[config.mk]
export PLATFORM = sky130hd
export DESIGN_NAME = holosynth_mixer
export DESIGN_NICKNAME = d
export VERILOG_FILES = /design/src/rtl/holosynth_pkg.sv /design/src/rtl/holosynth_mac.sv /design/src/rtl/holosynth_mixer.sv
export SDC_FILE = /design/constraint.sdc
export NUM_CORES = 2
export LEC_CHECK = 0
export ABC_CLOCK_PERIOD_IN_PS = 6000
export CORE_MARGIN = 10
export CORE_UTILIZATION = 30
export CTS_BUF_LIST = sky130_fd_sc_hd__clkbuf_8
export DETAILED_ROUTE_END_ITERATION = 12
export GPL_ROUTABILITY_DRIVEN = 0
export PLACE_DENSITY = 0.49
export SYNTH_ARGS = -nofsm -noshare
export SYNTH_HDL_FRONTEND = slang
export SYNTH_HIERARCHICAL = 1
export SYNTH_SLANG_ARGS = --single-unit
export TNS_END_PERCENT = 1
[constraint.sdc]
create_clock -name fpga_clk -period 6 [get_ports fpga_clk]
set_clock_uncertainty 0.2 [all_clocks]
set_input_delay 0.9 -clock fpga_clk [delete_from_list [all_inputs] [get_ports fpga_clk]]
set_output_delay 0.9 -clock fpga_clk [all_outputs]
set_load 0.02 [all_outputs]
[src/rtl/holosynth_pkg.sv]
// holosynth shared types and sizing helpers.
// Holds the mixer FSM state type and the width/gain constant functions.
package holosynth_pkg;

  typedef enum logic [1:0] {
    IDLE   = 2'd0,
    ACCUM  = 2'd1,
    DRAIN  = 2'd2,
    OUTPUT = 2'd3
  } state_e;

  function automatic int prod_w(input int sw, input int gw);
    return sw + gw + 1;
  endfunction

  function automatic int acc_w(input int sw, input int gw,
                               input int nv);
    return sw + gw + 1 + $clog2(nv);
  endfunction

  function automatic int unity_gain(input int gw);
    return 1 << (gw - 1);
  endfunction

endpackage

[src/rtl/holosynth_mac.sv]
// holosynth one-side multiply-accumulate, two stages.
// clk_i/rst_ni, clr_i zeroes the sum, en_i takes sample_i*gain_i, acc_o is the sum.
module holosynth_mac
  import holosynth_pkg::*;
#(
  parameter int SAMPLE_W   = 24,
  parameter int GAIN_W     = 8,
  parameter int NUM_VOICES = 32,
  localparam int PW = prod_w(SAMPLE_W, GAIN_W),
  localparam int AW = acc_w(SAMPLE_W, GAIN_W, NUM_VOICES)
) (
  input  logic                       clk_i,
  input  logic                       rst_ni,
  input  logic                       clr_i,
  input  logic                       en_i,
  input  logic signed [SAMPLE_W-1:0] sample_i,
  input  logic        [GAIN_W-1:0]   gain_i,
  output logic signed [AW-1:0]       acc_o
);

  logic signed [PW-1:0] s_ext;
  logic signed [PW-1:0] g_ext;
  logic signed [PW-1:0] prod_d;
  logic signed [PW-1:0] prod_q;
  logic                 pv_q;
  logic signed [AW-1:0] acc_q;

  // gain is unsigned: zero-extend before the signed multiply
  always_comb begin
    s_ext  = PW'(sample_i);
    g_ext  = PW'({1'b0, gain_i});
    prod_d = s_ext * g_ext;
  end

  // a clear also drops a product still in flight
  always_ff @(posedge clk_i or negedge rst_ni) begin
    if (!rst_ni) begin
      prod_q <= '0;
      pv_q   <= 1'b0;
    end else begin
      pv_q <= en_i & ~clr_i;
      if (en_i) prod_q <= prod_d;
    end
  end

  always_ff @(posedge clk_i or negedge rst_ni) begin
    if (!rst_ni) begin
      acc_q <= '0;
    end else if (clr_i) begin
      acc_q <= '0;
    end else if (pv_q) begin
      acc_q <= acc_q + AW'(prod_q);
    end
  end

  assign acc_o = acc_q;

endmodule

[src/rtl/holosynth_mixer.sv]
// holosynth stereo voice mixer with per-voice L/R gains.
// trig starts a frame; voice_* stream in; l/rsound_out, xxxx_zero, clip, overrun_cnt out.
module holosynth_mixer
  import holosynth_pkg::*;
#(
  parameter int NUM_VOICES    = 32,
  parameter int SAMPLE_W      = 24,
  parameter int GAIN_W        = 8,
  parameter int AUD_BIT_DEPTH = 24,
  localparam int IDX_W = $clog2(NUM_VOICES)
) (
  input  logic                            fpga_clk,
  input  logic                            reset_n,
  input  logic                            trig,
  input  logic signed [SAMPLE_W-1:0]      voice_sample,
  input  logic                            voice_valid,
  output logic                            voice_ready,
  input  logic                            gain_we,
  input  logic        [IDX_W-1:0]         gain_addr,
  input  logic                            gain_side,
  input  logic        [GAIN_W-1:0]        gain_data,
  output logic signed [AUD_BIT_DEPTH-1:0] lsound_out,
  output logic signed [AUD_BIT_DEPTH-1:0] rsound_out,
  output logic                            xxxx_zero,
  output logic                            clip,
  output logic        [7:0]               overrun_cnt
);

  localparam int AW = acc_w(SAMPLE_W, GAIN_W, NUM_VOICES);
  localparam int DW = AUD_BIT_DEPTH;
  localparam logic [GAIN_W-1:0] UNITY = GAIN_W'(unity_gain(GAIN_W));
  localparam logic signed [AW-1:0] MAXV =
    {{(AW-DW+1){1'b0}}, {(DW-1){1'b1}}};
  localparam logic signed [AW-1:0] MINV =
    {{(AW-DW+1){1'b1}}, {(DW-1){1'b0}}};

  state_e state_q, state_d;

  logic             trig_q, trig_qq, trig_rise;
  logic [IDX_W-1:0] cnt_q;
  logic             drain_q;
  logic             accept, last, clr, abort, out_en;

  logic [GAIN_W-1:0] gain_l_q [NUM_VOICES];
  logic [GAIN_W-1:0] gain_r_q [NUM_VOICES];

  logic signed [AW-1:0] acc_l, acc_r;
  logic signed [DW-1:0] sat_l, sat_r;
  logic                 clip_l, clip_r;

  logic signed [DW-1:0] lsound_q, rsound_q;
  logic                 zero_q, clip_q;
  logic [7:0]           ovr_q;

  // trig_q is the registered copy; the edge shows one cycle late
  always_ff @(posedge fpga_clk or negedge reset_n) begin
    if (!reset_n) begin
      trig_q  <= 1'b0;
      trig_qq <= 1'b0;
    end else begin
      trig_q  <= trig;
      trig_qq <= trig_q;
    end
  end

  assign trig_rise = trig_q & ~trig_qq;

  always_ff @(posedge fpga_clk or negedge reset_n) begin
    if (!reset_n) state_q <= IDLE;
    else          state_q <= state_d;
  end

  always_comb begin
    state_d = state_q;
    unique case (state_q)
      IDLE:   if (trig_rise) state_d = ACCUM;
      ACCUM: begin
        if (trig_rise)          state_d = ACCUM;
        else if (accept && last) state_d = DRAIN;
      end
      DRAIN: begin
        if (trig_rise)    state_d = ACCUM;
        else if (drain_q) state_d = OUTPUT;
      end
      OUTPUT: state_d = trig_rise ? ACCUM : IDLE;
      default: state_d = IDLE;
    endcase
  end

  // every edge starts a frame, so it always clears the sums
  always_comb begin
    voice_ready = (state_q == ACCUM);
    accept      = voice_ready & voice_valid;
    last        = (cnt_q == IDX_W'(NUM_VOICES - 1));
    clr         = trig_rise;
    abort       = trig_rise &
                  ((state_q == ACCUM) | (state_q == DRAIN));
    out_en      = (state_q == OUTPUT);
  end

  always_ff @(posedge fpga_clk or negedge reset_n) begin
    if (!reset_n) begin
      cnt_q   <= '0;
      drain_q <= 1'b0;
    end else begin
      if (clr)         cnt_q <= '0;
      else if (accept) cnt_q <= cnt_q + 1'b1;
      if (state_q == ACCUM)      drain_q <= 1'b0;
      else if (state_q == DRAIN) drain_q <= 1'b1;
    end
  end

  // the MAC reads gains in the accept cycle, so a
  // same-cycle write lands only for later samples
  always_ff @(posedge fpga_clk or negedge reset_n) begin
    if (!reset_n) begin
      for (int i = 0; i < NUM_VOICES; i++) begin
        gain_l_q[i] <= UNITY;
        gain_r_q[i] <= UNITY;
      end
    end else if (gain_we) begin
      if (gain_side) gain_r_q[gain_addr] <= gain_data;
      else           gain_l_q[gain_addr] <= gain_data;
    end
  end

  holosynth_mac #(
    .SAMPLE_W  (SAMPLE_W),
    .GAIN_W    (GAIN_W),
    .NUM_VOICES(NUM_VOICES)
  ) u_mac_l (
    .clk_i   (fpga_clk),
    .rst_ni  (reset_n),
    .clr_i   (clr),
    .en_i    (accept & ~clr),
    .sample_i(voice_sample),
    .gain_i  (gain_l_q[cnt_q]),
    .acc_o   (acc_l)
  );

  holosynth_mac #(
    .SAMPLE_W  (SAMPLE_W),
    .GAIN_W    (GAIN_W),
    .NUM_VOICES(NUM_VOICES)
  ) u_mac_r (
    .clk_i   (fpga_clk),
    .rst_ni  (reset_n),
    .clr_i   (clr),
    .en_i    (accept & ~clr),
    .sample_i(voice_sample),
    .gain_i  (gain_r_q[cnt_q]),
    .acc_o   (acc_r)
  );

  // drop the unity-gain scaling, then clamp; msb flags clipping
  function automatic logic [DW:0] sat(
    input logic signed [AW-1:0] a
  );
    logic signed [AW-1:0] s;
    s = a >>> (GAIN_W - 1);
    if (s > MAXV)      return {1'b1, MAXV[DW-1:0]};
    else if (s < MINV) return {1'b1, MINV[DW-1:0]};
    else               return {1'b0, s[DW-1:0]};
  endfunction

  always_comb begin
    {clip_l, sat_l} = sat(acc_l);
    {clip_r, sat_r} = sat(acc_r);
  end

  always_ff @(posedge fpga_clk or negedge reset_n) begin
    if (!reset_n) begin
      lsound_q <= '0;
      rsound_q <= '0;
      zero_q   <= 1'b0;
      clip_q   <= 1'b0;
      ovr_q    <= '0;
    end else begin
      zero_q <= out_en;
      if (out_en) begin
        lsound_q <= sat_l;
        rsound_q <= sat_r;
        clip_q   <= clip_l | clip_r;
      end
      if (abort && ovr_q != 8'hFF) ovr_q <= ovr_q + 8'd1;
    end
  end

  assign lsound_out  = lsound_q;
  assign rsound_out  = rsound_q;
  assign xxxx_zero   = zero_q;
  assign clip        = clip_q;
  assign overrun_cnt = ovr_q;

endmodule

== Word level (Yosys, flattened, before mapping) ==
Cells that the tools add are included.

* Flip-flop bits (word level): 723
* Logic and storage cells: 151
* Memories kept: 0
* Input port bits: 43
* ROM bits: 0
* RAM bits: 0
* Bits in latches: 0

* Magnitude comparators: 7
* Reduce and logical (&&, ||, !) cells: 10
* Equal/unequal tests: 8
* Bitwise operators: 12
* Shifts and indexed selects: 0
* Divide/modulo/power cells: 0
* $mul: 2
* $add $sub $neg: 4
* Muxes and demuxes: 29

{| class="wikitable"
|+ Operators by type and width
! operator !! number
|-
| bitwise mux 256 bit || 2
|-
| two-way mux 38 bit || 4
|-
| two-way mux 25 bit || 4
|-
| binary-select mux 8 bit (select 5 bit) || 2
|-
| adder 38 x 33 -> 38 bit || 2
|-
| multiplier 24 x 9 -> 33 bit || 2
|-
| > comparator 31 x 24 -> 1 bit (second input constant) || 2
|-
| less-than comparator 31 x 24 -> 1 bit (second input constant) || 2
|-
| demux 8 bit (select 5 bit) || 1
|-
| two-way mux 8 bit || 5
|-
| >= comparator 6 bit (second input constant) || 2
|-
| NOT 5 -> 6 bit || 2
|-
| two-way mux 2 bit || 5
|-
| two-way mux 5 bit || 2
|-
| adder 8 x 1 -> 8 bit (second input constant) || 1
|-
| inequality test 8 bit (second input constant) || 1
|-
| case mux 2 bit (4 select lines) || 1
|-
| less-than comparator 6 x 1 -> 1 bit (second input constant) || 1
|-
| nonzero test 2 bit || 3
|-
| adder 5 x 1 -> 5 bit (second input constant) || 1
|-
| bitwise AND 1 bit || 5
|-
| == test 5 bit (second input constant) || 1
|-
| == test 2 bit (second input constant) || 2
|-
| AND reduction 2 bit || 2
|-
| 10 further kinds || 17
|}

== Logic depth before layout (Yosys ltp) ==
* Word-level depth: 6
* Depth in mapped cells: 27
* Gate-level depth less buffers: 23

== By module ==
The synthesis kept the hierarchy.

{| class="wikitable"
|+ By module, submodules not included
! module !! area an instance (sq um) !! sequential area each (sq um) !! times used !! cells each
|-
| holosynth_mixer || 27013.4 || 14594.0 || 1 || 2060
|-
| holosynth_mac (u_mac_l) || 11810.1 || 1801.7 || 1 || 1380
|-
| holosynth_mac (u_mac_r) || 11708.7 || 1801.7 || 1 || 1336
|}

== Worst setup path before layout ==
OpenSTA, ideal clock, no wires.

* Path type: register -> register
* Start point: register cnt_q[0]
* End point: register u_mac_r.prod_q[29]
* Buffers on the path: 4
* Setup time: 0.125 ns
* Arrival time: 5.962 ns
* Required time: 5.675 ns
* Cell stages (with the launch flop): 26
* Path slack: -0.287 ns
* Clock period less this slack: 6.287 ns
* Cell sequence: dfrtp_1 clkbuf_1 buf_2 buf_2 mux2i_1 a22oi_1 nand3_1 nand4_1 clkbuf_1 nand2_1 fa_1 inv_1 fa_1 fa_1 inv_1 fa_1 inv_1 ha_1 a211o_1 a211oi_1 o31a_1 o21ai_1 a21oi_1 o21ai_1 xor2_1 mux2_2

* Cells in the longest elaborated chain, start to end: 5

{| class="wikitable"
|+ RTL lines
! element !! RTL line !! text
|-
| start: declaration || holosynth_mixer.sv:40 || <nowiki>logic [IDX_W-1:0] cnt_q;</nowiki>
|-
| start signal: assignment || holosynth_mixer.sv:107 || <nowiki>else if (accept) cnt_q <= cnt_q + 1'b1;</nowiki>
|-
| NOT 5 -> 6 bit (not written as such) || holosynth_mixer.sv:151 || <nowiki>.gain_i (gain_r_q[cnt_q]),</nowiki>
|-
| binary-select mux 8 bit (select 5 bit) || holosynth_mixer.sv:151 ||
|-
| two-way mux 8 bit (not written as such) (2 in a row) || holosynth_mixer.sv:151 ||
|-
| multiplier 24 x 9 -> 33 bit || holosynth_mac.sv:32 || <nowiki>prod_d = s_ext * g_ext;</nowiki>
|-
| end signal: assignment || holosynth_mac.sv:42 || <nowiki>if (en_i) prod_q <= prod_d;</nowiki>
|-
| end: declaration || holosynth_mac.sv:24 || <nowiki>logic signed [PW-1:0] prod_q;</nowiki>
|}

Every way passes these cells. The select of a mux whose other input is x is not followed.
A chain may end at the register's enable or synchronous reset.

== Worst setup path in the final report ==
* Start point: register cnt_q[0]
* End point: register u_mac_l.prod_q[27]

* Cells in the longest elaborated chain, start to end: 5

{| class="wikitable"
|+ RTL lines
! element !! RTL line !! text
|-
| NOT 5 -> 6 bit (not written as such) || holosynth_mixer.sv:137 || <nowiki>.gain_i (gain_l_q[cnt_q]),</nowiki>
|-
| binary-select mux 8 bit (select 5 bit) || holosynth_mixer.sv:137 ||
|-
| two-way mux 8 bit (not written as such) (2 in a row) || holosynth_mixer.sv:137 ||
|-
| multiplier 24 x 9 -> 33 bit || holosynth_mac.sv:32 ||
|-
| end signal: assignment || holosynth_mac.sv:42 ||
|-
| end: declaration || holosynth_mac.sv:24 ||
|}

Every way passes these cells. The select of a mux whose other input is x is not followed.

==> summary.md <==
| Metric | Value |
|---|---|
| Result of the run | `finished, violations left` |
| Failing checks | `setup timing` |
| Die Width | `430 µm` |
| Critical path peak fanout | `10` |
| Post-synth top area share | `0.327` |
| Post-detailed-routing wire length | `137 mm` |
| Reg2Reg Launch Point | `cnt_q[0]` |
| Via count of the first global-routing pass | `37700` |
| Post-synth top area cell | `sky130_fd_sc_hd__dfrtp_1` |
| Proportion of synthesized chip area in sequential cells | `0.360` |
| Post-synthesis instance total | `4776` |
| Number of enable flip-flop cells after synthesis | `0` |
| Overall die area | `185000 µm²` |
| Buffer cell driving the clock tree root | `sky130_fd_sc_hd__clkbuf_8` |
| Min-Delay Startpoint | `trig_q` |
| Footprint of the multi-input gates | `29900 µm²` |
| Transition time of the tightest slew-check pin | `1130 ps` |
| Required time at the worst-slack endpoint | `6550 ps` |
| Number of library cell types mapped by synthesis | `110` |
| Worst setup path class | `flop to flop` |
| Height of the chip | `430 µm` |
| Slowest Stage Delay on Critical Path | `590 ps` |
| Top area cells in the synthesized netlist | `sky130_fd_sc_hd__dfrtp_1, sky130_fd_sc_hd__fa_1, sky130_fd_sc_hd__mux2_2` |
| Syn_area_per_cell | `10.6 µm²` |
| Syn Std Cell Area | `50500 µm²` |
| Proportion of layout cells with a drive suffix above 1 | `0.272` |
| Upper clock frequency limit | `154 MHz` |
| Number of placement rows | `150` |
| Critical path capture point type | `flop` |
| Initial cell density of the core | `0.302` |
| Cells after DPL | `7220` |
| Initial antenna violation count | `6` |
| Type of the worst min-delay path | `flop to flop` |
| H-tree lvl count | `4` |
| Final setup margin | `-510 ps` |
| Largest net degree at the start of global routing | `181` |
| Std-Cell Core Area | `167000 µm²` |
| Fin cells | `7492` |
| Buffer and inverter count on the worst path | `8` |
| Relative area change from synthesis to final layout | `20.3%` |
| Skew-Pair Late Insertion Delay | `870 ps` |
| Number of buffers created by CTS | `137` |
| Detailed-route vias per instance | `4.75` |
| Via Count | `35600` |
| Asr flop ratio synth | `1.00` |
| Post-route antenna net violation count | `0` |
| Number of nets produced by synthesis | `5335` |
| CTS clk-pin slew, worst paths | `70 ps` |
| Leading register cell type out of synthesis | `sky130_fd_sc_hd__dfrtp_1` |
| Number of pins with negative max-slew slack in the final report | `0` |
| Final #Nets | `5735` |
| Synth warnings | `6` |
| Type of element launching the critical path | `flop` |
| Clock tree from TritonCTS | `done` |
| Most instantiated library cell after synthesis | `sky130_fd_sc_hd__dfrtp_1` |
| Critical path's slowest cell | `sky130_fd_sc_hd__dfrtp_4` |
| Clock net sink count | `724` |
| Period utilisation layout | `1.09` |
| Unrepaired setup endpoints after global routing | `yes` |
| Count of filler cells inserted in the layout | `16700` |
| Total area of sequential cells | `18200 µm²` |
| CP dominant cell by count | `sky130_fd_sc_hd__fa_1` |
| Worst hold slack across all endpoints | `196 ps` |
| Top-level I/O count | `102` |
| Max-cap viol count | `0` |
| Post-synthesis sequential element count | `724` |
| Average wire length per cell after detail routing | `18.3 µm` |
| CP delay by family, top | `adder cells` |
| Minimum setup slack after placement | `-749 ps` |
| Number of port buffers | `101` |
| Dpl cell area | `56900 µm²` |
| FF-to-FF setup slack | `-510 ps` |
| DRC violation total after the first TritonRoute iteration | `1588` |
| DPL Wire Length | `99.6 mm` |
| Overall fraction of global-route tracks in use | `0.148` |
| Remaining global-route overflow | `0` |
| Clock buffer depth | `3` |
| Min cycle time layout | `6510 ps` |
| Number of setup violations in the final report | `43` |
| Global-route wire length before repair | `220 mm` |
| Data arrival, critical path | `7060 ps` |
| Timing startpoint of the critical path | `cnt_q[0]` |
| Most frequent cells after synthesis | `sky130_fd_sc_hd__dfrtp_1, sky130_fd_sc_hd__mux2_2, sky130_fd_sc_hd__inv_1` |
| Normalized max-slew margin | `0.248` |
| Number of hold violations in the final report | `0` |
| Detailed-routing iteration count for the pre-antenna-repair pass | `5` |
| Detailed-route DRC error count | `0` |
| Final design instance area without fill | `60800 µm²` |
## cell type report
| type | instances | area share |
|---|---|---|
| Sequential cell | 724 | 0.300 |
| Multi-Input combinational cell | 3267 | 0.493 |
| Clock buffer | 165 | 0.0374 |
| Inverter | 535 | 0.0330 |
| Timing Repair Buffer | 511 | 0.0834 |
| Tap cell | 2204 | 0.0454 |
| Clock inverter | 84 | 0.00863 |
| Antenna cell | 2 | 0.0000824 |
## sequential cells by signal, indices dropped and copies added, names as in the netlist
name and cells:
u_mac_l/acc_o 38, cnt_q 5, state_q 2, u_mac_r/prod_q 33
gain_l_q 256, drain_q 1, u_mac_r/acc_o 38, trig_q 1
rsound_out 24, u_mac_r/pv_q 1, trig_qq 1, gain_r_q 256
u_mac_l/pv_q 1, overrun_cnt 8, u_mac_l/prod_q 33, lsound_out 24
xxxx_zero 1, clip 1
## timing repair
action	CTS	global route
gates resized for setup	83	62
endpoints found under the hold margin	53	0
buffers inserted	7	7
hold buffers	1	0
gates cloned	5	1
pin swaps	42	45
endpoints found under the setup margin	45	48
## worst register-to-register path, stage by stage, from the launching register on
cell	delay [ps]
sky130_fd_sc_hd__dfrtp_4	590
sky130_fd_sc_hd__buf_12	200
sky130_fd_sc_hd__buf_4	160
sky130_fd_sc_hd__mux2i_1	130
sky130_fd_sc_hd__a22oi_2	280
sky130_fd_sc_hd__nand3_2	140
sky130_fd_sc_hd__nand4_1	170
sky130_fd_sc_hd__buf_6	150
sky130_fd_sc_hd__buf_8	130
sky130_fd_sc_hd__nand2_2	70
sky130_fd_sc_hd__fa_1	570
sky130_fd_sc_hd__inv_1	60
sky130_fd_sc_hd__fa_1	470
sky130_fd_sc_hd__fa_1	550
sky130_fd_sc_hd__inv_2	40
sky130_fd_sc_hd__fa_1	520
sky130_fd_sc_hd__inv_1	40
sky130_fd_sc_hd__ha_2	190
sky130_fd_sc_hd__buf_4	150
sky130_fd_sc_hd__a211oi_4	170
sky130_fd_sc_hd__o21ai_1	110
sky130_fd_sc_hd__a21oi_2	220
sky130_fd_sc_hd__a2bb2oi_4	190
sky130_fd_sc_hd__a21oi_2	80
sky130_fd_sc_hd__o311a_1	290
sky130_fd_sc_hd__or3_1	310
sky130_fd_sc_hd__a31o_1	220
## path summary, 6_finish.rpt
check	end	cells after the start
hold reg to reg	trig_qq	0
hold / removal	trig_qq	0
setup reg to reg	u_mac_l/prod_q[27]	26
max in group asynchronous	gain_r_q[148]	3
setup / recovery	u_mac_l/prod_q[27]	26
min in group asynchronous	u_mac_l/acc_o[29]	2
## placed cells by master (no fill, tap or decap), types with 165 or more instances in the layout
master and n:
sky130_fd_sc_hd__a21oi_1 187, sky130_fd_sc_hd__and2_1 187, sky130_fd_sc_hd__buf_4 325, sky130_fd_sc_hd__clkbuf_8 165, sky130_fd_sc_hd__dfrtp_1 658, sky130_fd_sc_hd__fa_1 298
sky130_fd_sc_hd__ha_1 202, sky130_fd_sc_hd__inv_1 588, sky130_fd_sc_hd__mux2_2 534, sky130_fd_sc_hd__mux2i_1 286, sky130_fd_sc_hd__nand2_1 367, sky130_fd_sc_hd__nor2_1 174
## routing by layer
metal / up-vias / wire length, µm / global-route usage
met5: - / 51 / 0
met1: 17800 / 65300 / 0.200
met3: 197 / 4740 / 0.0242
li1: 17000 / - / -
met2: 543 / 63700 / 0.240
met4: 8 / 3710 / 0.0461
## logic make-up (layout without fill, tap and decap cells)
family,Yosys count,count (layout),synth area share
AO/OA/AOI/OAI,693,693,0.0919
XOR/XNOR,121,121,0.0210
AND/OR/NAND/NOR,1078,1078,0.109
multiplexers,859,859,0.184
other,0,2,0
adder cells (fa/ha/maj),516,516,0.173
buffers and inverters,785,1295,0.0611
flip-flops,724,724,0.360
## per-stage QoR
| step | utilization | setup TNS [ps] |
|---|---|---|
| floorplan | - | -80.5 |
| global placement | 0.341 | -18700 |
| detailed placement | 0.341 | -19280 |
| CTS | 0.361 | -15650 |
| global route | 0.363 | -25800 |
| finish | 0.363 | -14220 |
Power is not shown: default switching activity piles up to over one toggle a cycle in this logic, so the estimate is an artifact.
